`config.mk`:
```
export PLATFORM = sky130hd
export DESIGN_NAME = foreground_line_engine
export DESIGN_NICKNAME = d
export VERILOG_FILES = /design/src/rtl/mapache64_pkg.sv /design/src/rtl/foreground_line_engine_buffer.sv /design/src/rtl/foreground_line_engine.sv
export SDC_FILE = /design/constraint.sdc
export NUM_CORES = 2
export LEC_CHECK = 0
export ABC_AREA = 1
export CORE_ASPECT_RATIO = 1.1
export CORE_MARGIN = 5
export CORE_UTILIZATION = 50
export CTS_BUF_LIST = sky130_fd_sc_hd__clkbuf_8
export CTS_CLUSTER_DIAMETER = 200
export DETAILED_ROUTE_END_ITERATION = 10
export PLACE_DENSITY = 0.65
export SLEW_MARGIN = 20
export SYNTH_ARGS = -nofsm -noshare
export SYNTH_HDL_FRONTEND = slang
export SYNTH_HIERARCHICAL = 1
export SYNTH_SLANG_ARGS = --single-unit
```
`constraint.sdc`:
```
create_clock -name gpu_clk -period 56.3 [get_ports gpu_clk]
set_input_delay 11.26 -clock gpu_clk [delete_from_list [all_inputs] [get_ports gpu_clk]]
set_output_delay 11.26 -clock gpu_clk [all_outputs]
set_load 0.005 [all_outputs]
```
`src/rtl/mapache64_pkg.sv`:
```
// mapache64: shared types for the foreground line engine.
//  obm_object_t  32-bit OBM entry {x, y, pmfa, hflip, vflip, color, rsvd}
//  pixel_t       5-bit pixel {lightness, rgb}; lightness 0 means transparent
//  fg_state_t    engine states; EVAL and LOAD are the data-return cycles of SCAN and FETCH
package mapache64;
    localparam int FG_ROW_LEN = 8;
    typedef struct packed {
        logic [7:0] x;
        logic [7:0] y;
        logic [4:0] pmfa;
        logic       hflip;
        logic       vflip;
        logic [2:0] color;
        logic [5:0] rsvd;
    } obm_object_t;
    typedef struct packed {
        logic [1:0] lightness;
        logic [2:0] rgb;
    } pixel_t;
    typedef enum logic [2:0] {IDLE, CLEAR, SCAN, EVAL, FETCH, LOAD, DRAW, FINISH} fg_state_t;
endpackage

```
`src/rtl/foreground_line_engine_buffer.sv`:
```
// fg_line_buffer: one tagged foreground line buffer.
//  clk, rst_n          clock, asynchronous active-low reset
//  clear_i, clear_y_i  invalidate tag, zero pixel-valid vector, load new tag line
//  commit_i            mark the tag valid (line complete)
//  wr_en_i/wr_x_i/wr_pix_i  pixel write; ignored if the pixel is already valid
//  rd_x_i, rd_y_i      display read address
//  match_o             tag valid and equal to rd_y_i
//  rd_pix_o            pixel at rd_x_i, 0 when not yet written
module fg_line_buffer
    import mapache64::*;
#(
    parameter int LINE_WIDTH = 256,
    localparam int XW = $clog2(LINE_WIDTH)
) (
    input  logic          clk,
    input  logic          rst_n,
    input  logic          clear_i,
    input  logic [7:0]    clear_y_i,
    input  logic          commit_i,
    input  logic          wr_en_i,
    input  logic [XW-1:0] wr_x_i,
    input  pixel_t        wr_pix_i,
    input  logic [XW-1:0] rd_x_i,
    input  logic [7:0]    rd_y_i,
    output logic          match_o,
    output pixel_t        rd_pix_o
);
    logic [LINE_WIDTH-1:0] valid_q;
    pixel_t                mem_q [LINE_WIDTH];
    logic                  tag_valid_q;
    logic [7:0]            tag_y_q;
    logic                  wr_ok;

    // first writer of a pixel wins, giving lower object indices priority
    assign wr_ok = wr_en_i && !valid_q[wr_x_i];

    always_ff @(posedge clk or negedge rst_n) begin
        if (!rst_n) begin
            valid_q     <= '0;
            tag_valid_q <= 1'b0;
            tag_y_q     <= '0;
        end else if (clear_i) begin
            valid_q     <= '0;
            tag_valid_q <= 1'b0;
            tag_y_q     <= clear_y_i;
        end else begin
            if (wr_ok) valid_q[wr_x_i] <= 1'b1;
            if (commit_i) tag_valid_q <= 1'b1;
        end
    end

    always_ff @(posedge clk) begin
        if (wr_ok) mem_q[wr_x_i] <= wr_pix_i;
    end

    assign match_o  = tag_valid_q && tag_y_q == rd_y_i;
    assign rd_pix_o = valid_q[rd_x_i] ? mem_q[rd_x_i] : '0;
endmodule

```
`src/rtl/foreground_line_engine.sv`:
```
// foreground_line_engine: scans OBM for a scanline and renders hits into round-robin line buffers.
//  gpu_clk, rst_n                clock, asynchronous active-low reset
//  prefetch_start_i/_y_i         render request; busy_o, done_o, miss_o, overflow_o status
//  obm_addr_o/obm_object_i       OBM read port, data one cycle after address
//  pmf_addr_o/pmf_line_i         PMF read port, data one cycle after address
//  display_x_i/_y_i -> pixel_o/valid_o  registered display lookup, 1-cycle latency
//  FOREGROUND_LINE_ENGINE_DROPCOUNT_EN adds drop_count_o (objects skipped for the limit)
module foreground_line_engine
    import mapache64::*;
#(
    parameter int NUM_OBJECTS  = 64,
    parameter int NUM_LINES    = 2,
    parameter int MAX_PER_LINE = 16,
    parameter int LINE_WIDTH   = 256,
    localparam int OW = $clog2(NUM_OBJECTS),
    localparam int LW = $clog2(NUM_LINES),
    localparam int HW = $clog2(MAX_PER_LINE + 1),
    localparam int XW = $clog2(LINE_WIDTH)
) (
    input  logic          gpu_clk,
    input  logic          rst_n,
    input  logic          prefetch_start_i,
    input  logic [7:0]    prefetch_y_i,
    output logic          busy_o,
    output logic          done_o,
    output logic          miss_o,
    output logic          overflow_o,
    output logic [OW-1:0] obm_addr_o,
    input  obm_object_t   obm_object_i,
    output logic [7:0]    pmf_addr_o,
    input  logic [15:0]   pmf_line_i,
    input  logic [7:0]    display_x_i,
    input  logic [7:0]    display_y_i,
    output pixel_t        pixel_o,
    output logic          valid_o
`ifdef FOREGROUND_LINE_ENGINE_DROPCOUNT_EN
    ,
    output logic [$clog2(NUM_OBJECTS+1)-1:0] drop_count_o
`endif
);
    fg_state_t      state_q, state_d;
    logic [7:0]     y_q, x_q, pmf_addr_q, dy;
    logic [LW-1:0]  rr_q, victim_q;
    logic [OW-1:0]  idx_q;
    logic [HW-1:0]  hits_q;
    logic           ovf_q, overflow_q, miss_q, hflip_q;
    logic [2:0]     color_q, k_q, col;
    logic [15:0]    line_q;
    pixel_t         pixel_q, disp_pix;
    logic           hit, at_limit, last, draw_en, unused_rsvd;
    logic [1:0]     lum;
    logic [8:0]     xs;
    logic [XW-1:0]  wr_x;
    logic [NUM_LINES-1:0] match;
    pixel_t         rd_pix [NUM_LINES];

    // 8-bit wrap-around distance from the object's top row
    assign dy          = y_q - obm_object_i.y;
    assign hit         = dy[7:3] == 5'd0;
    assign at_limit    = hits_q == HW'(MAX_PER_LINE);
    assign last        = idx_q == OW'(NUM_OBJECTS - 1);
    assign col         = k_q ^ {3{hflip_q}};
    assign lum         = 2'(line_q >> {~col, 1'b0});
    assign xs          = {1'b0, x_q} + {6'd0, k_q};
    assign wr_x        = XW'(xs >= 9'(LINE_WIDTH) ? xs - 9'(LINE_WIDTH) : xs);
    assign draw_en     = state_q == DRAW && lum != 2'd0;
    assign unused_rsvd = ^obm_object_i.rsvd;

    always_comb begin
        state_d = state_q;
        case (state_q)
            IDLE:    state_d = prefetch_start_i ? CLEAR : IDLE;
            CLEAR:   state_d = SCAN;
            SCAN:    state_d = EVAL;
            EVAL:    state_d = (hit && !at_limit) ? FETCH : last ? FINISH : SCAN;
            FETCH:   state_d = LOAD;
            LOAD:    state_d = DRAW;
            DRAW:    state_d = k_q != 3'd7 ? DRAW : last ? FINISH : SCAN;
            default: state_d = IDLE;
        endcase
    end

    always_ff @(posedge gpu_clk or negedge rst_n) begin
        if (!rst_n) begin
            state_q    <= IDLE;
            y_q        <= '0;
            rr_q       <= '0;
            victim_q   <= '0;
            idx_q      <= '0;
            hits_q     <= '0;
            ovf_q      <= 1'b0;
            overflow_q <= 1'b0;
            miss_q     <= 1'b0;
            x_q        <= '0;
            pmf_addr_q <= '0;
            color_q    <= '0;
            hflip_q    <= 1'b0;
            k_q        <= '0;
            line_q     <= '0;
            pixel_q    <= '0;
        end else begin
            state_q <= state_d;
            miss_q  <= prefetch_start_i && state_q != IDLE;
            pixel_q <= disp_pix;
            if (state_q == IDLE && prefetch_start_i) begin
                y_q      <= prefetch_y_i;
                victim_q <= rr_q;
                rr_q     <= rr_q == LW'(NUM_LINES - 1) ? '0 : rr_q + 1'b1;
            end
            if (state_q == CLEAR) begin
                idx_q  <= '0;
                hits_q <= '0;
                ovf_q  <= 1'b0;
            end else if (state_d == SCAN) begin
                idx_q <= idx_q + 1'b1;
            end
            if (state_q == EVAL) begin
                x_q        <= obm_object_i.x;
                color_q    <= obm_object_i.color;
                hflip_q    <= obm_object_i.hflip;
                pmf_addr_q <= {obm_object_i.pmfa, dy[2:0] ^ {3{obm_object_i.vflip}}};
                if (hit && at_limit) ovf_q <= 1'b1;
                if (hit && !at_limit) hits_q <= hits_q + 1'b1;
            end
            if (state_q == LOAD) line_q <= pmf_line_i;
            k_q <= state_q == DRAW ? k_q + 1'b1 : '0;
            if (state_q == FINISH) overflow_q <= ovf_q;
        end
    end

`ifdef FOREGROUND_LINE_ENGINE_DROPCOUNT_EN
    logic [$clog2(NUM_OBJECTS+1)-1:0] drop_q, drop_count_q;
    always_ff @(posedge gpu_clk or negedge rst_n) begin
        if (!rst_n) begin
            drop_q       <= '0;
            drop_count_q <= '0;
        end else begin
            if (state_q == CLEAR) drop_q <= '0;
            else if (state_q == EVAL && hit && at_limit) drop_q <= drop_q + 1'b1;
            if (state_q == FINISH) drop_count_q <= drop_q;
        end
    end
    assign drop_count_o = drop_count_q;
`endif

    for (genvar g = 0; g < NUM_LINES; g++) begin : g_buf
        fg_line_buffer #(.LINE_WIDTH(LINE_WIDTH)) u_buf (
            .clk      (gpu_clk),
            .rst_n    (rst_n),
            .clear_i  (state_q == CLEAR && victim_q == LW'(g)),
            .clear_y_i(y_q),
            .commit_i (state_q == FINISH && victim_q == LW'(g)),
            .wr_en_i  (draw_en && victim_q == LW'(g)),
            .wr_x_i   (wr_x),
            .wr_pix_i (pixel_t'({lum, color_q})),
            .rd_x_i   (display_x_i[XW-1:0]),
            .rd_y_i   (display_y_i),
            .match_o  (match[g]),
            .rd_pix_o (rd_pix[g])
        );
    end

    // lowest-index matching buffer drives the display
    always_comb begin
        disp_pix = '0;
        for (int i = NUM_LINES - 1; i >= 0; i--) disp_pix = match[i] ? rd_pix[i] : disp_pix;
    end

    assign busy_o     = state_q != IDLE;
    assign done_o     = state_q == FINISH;
    assign miss_o     = miss_q;
    assign overflow_o = overflow_q;
    assign obm_addr_o = idx_q;
    assign pmf_addr_o = pmf_addr_q;
    assign pixel_o    = pixel_q;
    assign valid_o    = pixel_q.lightness != 2'd0;
endmodule

```
==> impl_metrics.env <==
export IMPL_status="finished clean"
export IMPL_setup_slack_ps=40190
export IMPL_grt_overflow_total=0
export IMPL_synthDistinctLibCells=47
export IMPL_synth_seq_cells=3161
export IMPL_ys_flop_type="edfxtp_1"
export IMPL_final_core_utilization=0.548
export IMPL_use_met3=0.0415
export IMPL_routed_via_density=5.92
export IMPL_die_h_um=573
export IMPL_cp_top_family="buffers and inverters"
export IMPL_cts_tree="done"
export IMPL_arrival_ps=17080
export IMPL_dr_pass1_iters=7
export IMPL_nFillCells=25100
export IMPL_drv_slew=0
export IMPL_grt_pass1_wl_mm=632
export IMPL_hp_class="reg -> reg"
export IMPL_io_pins=99
export IMPL_mostFrequentLayoutCells="nand2_1, nand3_1, edfxtp_1, o21ai_0, nor2_1"
export IMPL_post_cts_resized=0
export IMPL_gp_congestion=0.854
export IMPL_crit_chain="buf_16, buf_12, buf_4, buf_4, buf_4, o21ai_0, o22ai_1, nand2_1, nand3_1, nand3_1, nand2_1, nand2_1, nand3_1, nand3_1, nand2_1, nand2_1, inv_1, nand2_1, nand2_1"
export IMPL_cts_setup_buffers=0
export IMPL_setup_viol=0
export IMPL_grtUsageMet1=0.367
export IMPL_met2_usage=0.434
export IMPL_antenna_found_initial=5
export IMPL_fmax_mhz=62.1
export IMPL_fin_setup_tns_ps=0
export IMPL_wl_per_cell_um=22.5
export IMPL_cp_num_buf_inv=6
export IMPL_dieArea_sq_um=299000
export IMPL_synthArstFlopShare=0.190
export IMPL_grt_max_degree=266
export IMPL_seqCellArea_sq_um=91900
export IMPL_track_usage=0.270
export IMPL_slowest_stage="buf_4"
export IMPL_insertion_delay_ps=1090
export IMPL_ant_nets=0
export IMPL_clockBufferDepth=4
export IMPL_numCtsBuffers=540
export IMPL_finalNetCount=14400
export IMPL_synth_area_sq_um=144000
export IMPL_timing_hold_violations_final=0
export IMPL_cts_htree_levels=6
export IMPL_place_ws_ps=39380
export IMPL_synth_edf_count=2560
export IMPL_whs_ps=476
export IMPL_syn_area_per_cell_sq_um=9.83
export IMPL_required_ps=57270
export IMPL_drc_errors=0
export IMPL_fin_crit_ps=16110
export IMPL_numPortBuffers=92
export IMPL_path_clk_slew_ps=60
export IMPL_cpPeakStageDelay_ps=880
export IMPL_ir_drop_mv=0.102
export IMPL_synthCells=14700
export IMPL_multi_input_area_sq_um=45900
export IMPL_drt_first_iter_violations=12800
export IMPL_end_kind="flip-flop"
export IMPL_cap_violations=0
export IMPL_worst_setup_path_type="in -> reg"
export IMPL_tightest_slew_ps=1230
export IMPL_routed_wl_mm=418
export IMPL_syn_num_nets=14800
export IMPL_start_util=0.503
export IMPL_num_vias=110000
export IMPL_powerDensity_nw_per_um2=40.2
export IMPL_die_w_um=522
export IMPL_skew_ps=79.1
export IMPL_dp_hpwl_mm=219
export IMPL_grt_busiest_layer="met2"
export IMPL_period_share=0.286
export IMPL_crit_path_frequent_cell="nand2_1"
export IMPL_slew_headroom=0.175
export IMPL_crit_path_start_kind="primary input"
export IMPL_clock_sinks=3161
export IMPL_rsz0062_at_grt="no"
export IMPL_core_area_sq_um=287000
export IMPL_yosysSeqAreaShare=0.637
export IMPL_drive_above_1_share=0.0697
export IMPL_yosys_warnings=6
export IMPL_holdBufCountCts=0
export IMPL_final_common_cell="nand2_1"
export IMPL_syn_to_final_growth_pct=8.88
export IMPL_clockRootBuffer="clkbuf_8"
export IMPL_num_rows=206
export IMPL_p_leak_nw=59.3
export IMPL_grt_pass1_vias=104000
export IMPL_cp_max_fo=150
==> power by group <==
part	internal (mW)	switching, mW	total (mW)
Clock	0.959	0.942	1.90
Sequential	2.99	0.0453	3.03
Combinational	0.189	1.19	1.38
Total	4.13	2.18	6.31
==> final cells by class <==
cell class | count | share of cell area
Antenna cell | 5 | 0.0000796
Clock buffer | 572 | 0.0501
Clock inverter | 378 | 0.0118
Inverter | 511 | 0.0126
Multi-Input combinational cell | 9776 | 0.292
Sequential cell | 3161 | 0.585
Tap cell | 3848 | 0.0306
Timing Repair Buffer | 291 | 0.0174
==> worst register-to-register path, delay by kind of cell (launching register included) <==
kind	cells	cell delay (ps)
AOI/OAI and AO/OA	1	150
adders and majority gates	2	650
buffers and inverters	6	3380
DFF	1	460
and+or+nand+nor	14	2330
==> kinds of logic after synthesis <==
group / synth area share
simple gates: 0.225
flops: 0.637
fa+ha+maj: 0.00158
compound gates: 0.0859
mux: 0.00187
buf+inv: 0.0472
xor+xnor: 0.00127
==> synth_stat cells (all sizes together) (250+ instances only) <==
master	number	area, sq um
inv	507	1900
o21bai	250	1880
buf	385	1720
nand2	3343	12600
a21oi	374	1870
nor2	734	2800
o21ai	1331	6660
o22ai	276	1730
edfxtp	2560	76900
dfrtp	601	15000
clkbuf	846	3180
nor3	513	2760
nand3	2821	14100
==> final timing paths <==
path / end / start / slack, ps / cells after the start
max in group asynchronous: g_buf[1].u_buf/valid_q[111] / rst_n / 42230 / 5
worst max-delay path: pixel_o[4] / display_x_i[0] / 40190 / 19
min in group asynchronous: state_q[2] / rst_n / 10240 / 1
worst min-delay path: pmf_addr_o[4] / pmf_addr_o[4] / 480 / 2
worst max register to register: g_buf[1].u_buf/valid_q[159] / k_q[0] / 49190 / 23
worst min register to register: pmf_addr_o[4] / pmf_addr_o[4] / 480 / 2
==> through the flow <==
stage | instance area (sq um) | cells | power, mW
final | 157000 | 18500 | 6.31
after detailed placement | 147000 | 17600 | 4.43
after CTS | 157000 | 18500 | 6.32
after global routing | 157000 | 18500 | 6.53
after global placement | 147000 | 17600 | 4.41
after floorplan | 144000 | 14700 | 3.99
==> per-layer routing <==
metal | share of wire | wire length (um)
met1 | 0.40 | 167000
met2 | 0.47 | 197000
met3 | 0.085 | 35500
met4 | 0.044 | 18400
met5 | 0.000079 | 33
==> registers in the layout (all words and copies together), names as in the netlist, 2 cells and up <==
signal,count
pixel_o,5
x_q,8
g_buf.u_buf/valid_q,512
y_q,8
line_q,16
g_buf.u_buf/mem_q,2560
g_buf.u_buf/tag_y_q,16
obm_addr_o,6
hits_q,5
g_buf.u_buf/tag_valid_q,2
state_q,3
color_q,3
pmf_addr_o,8
k_q,3
No activity file was read; power rests on OpenSTA's default activity.
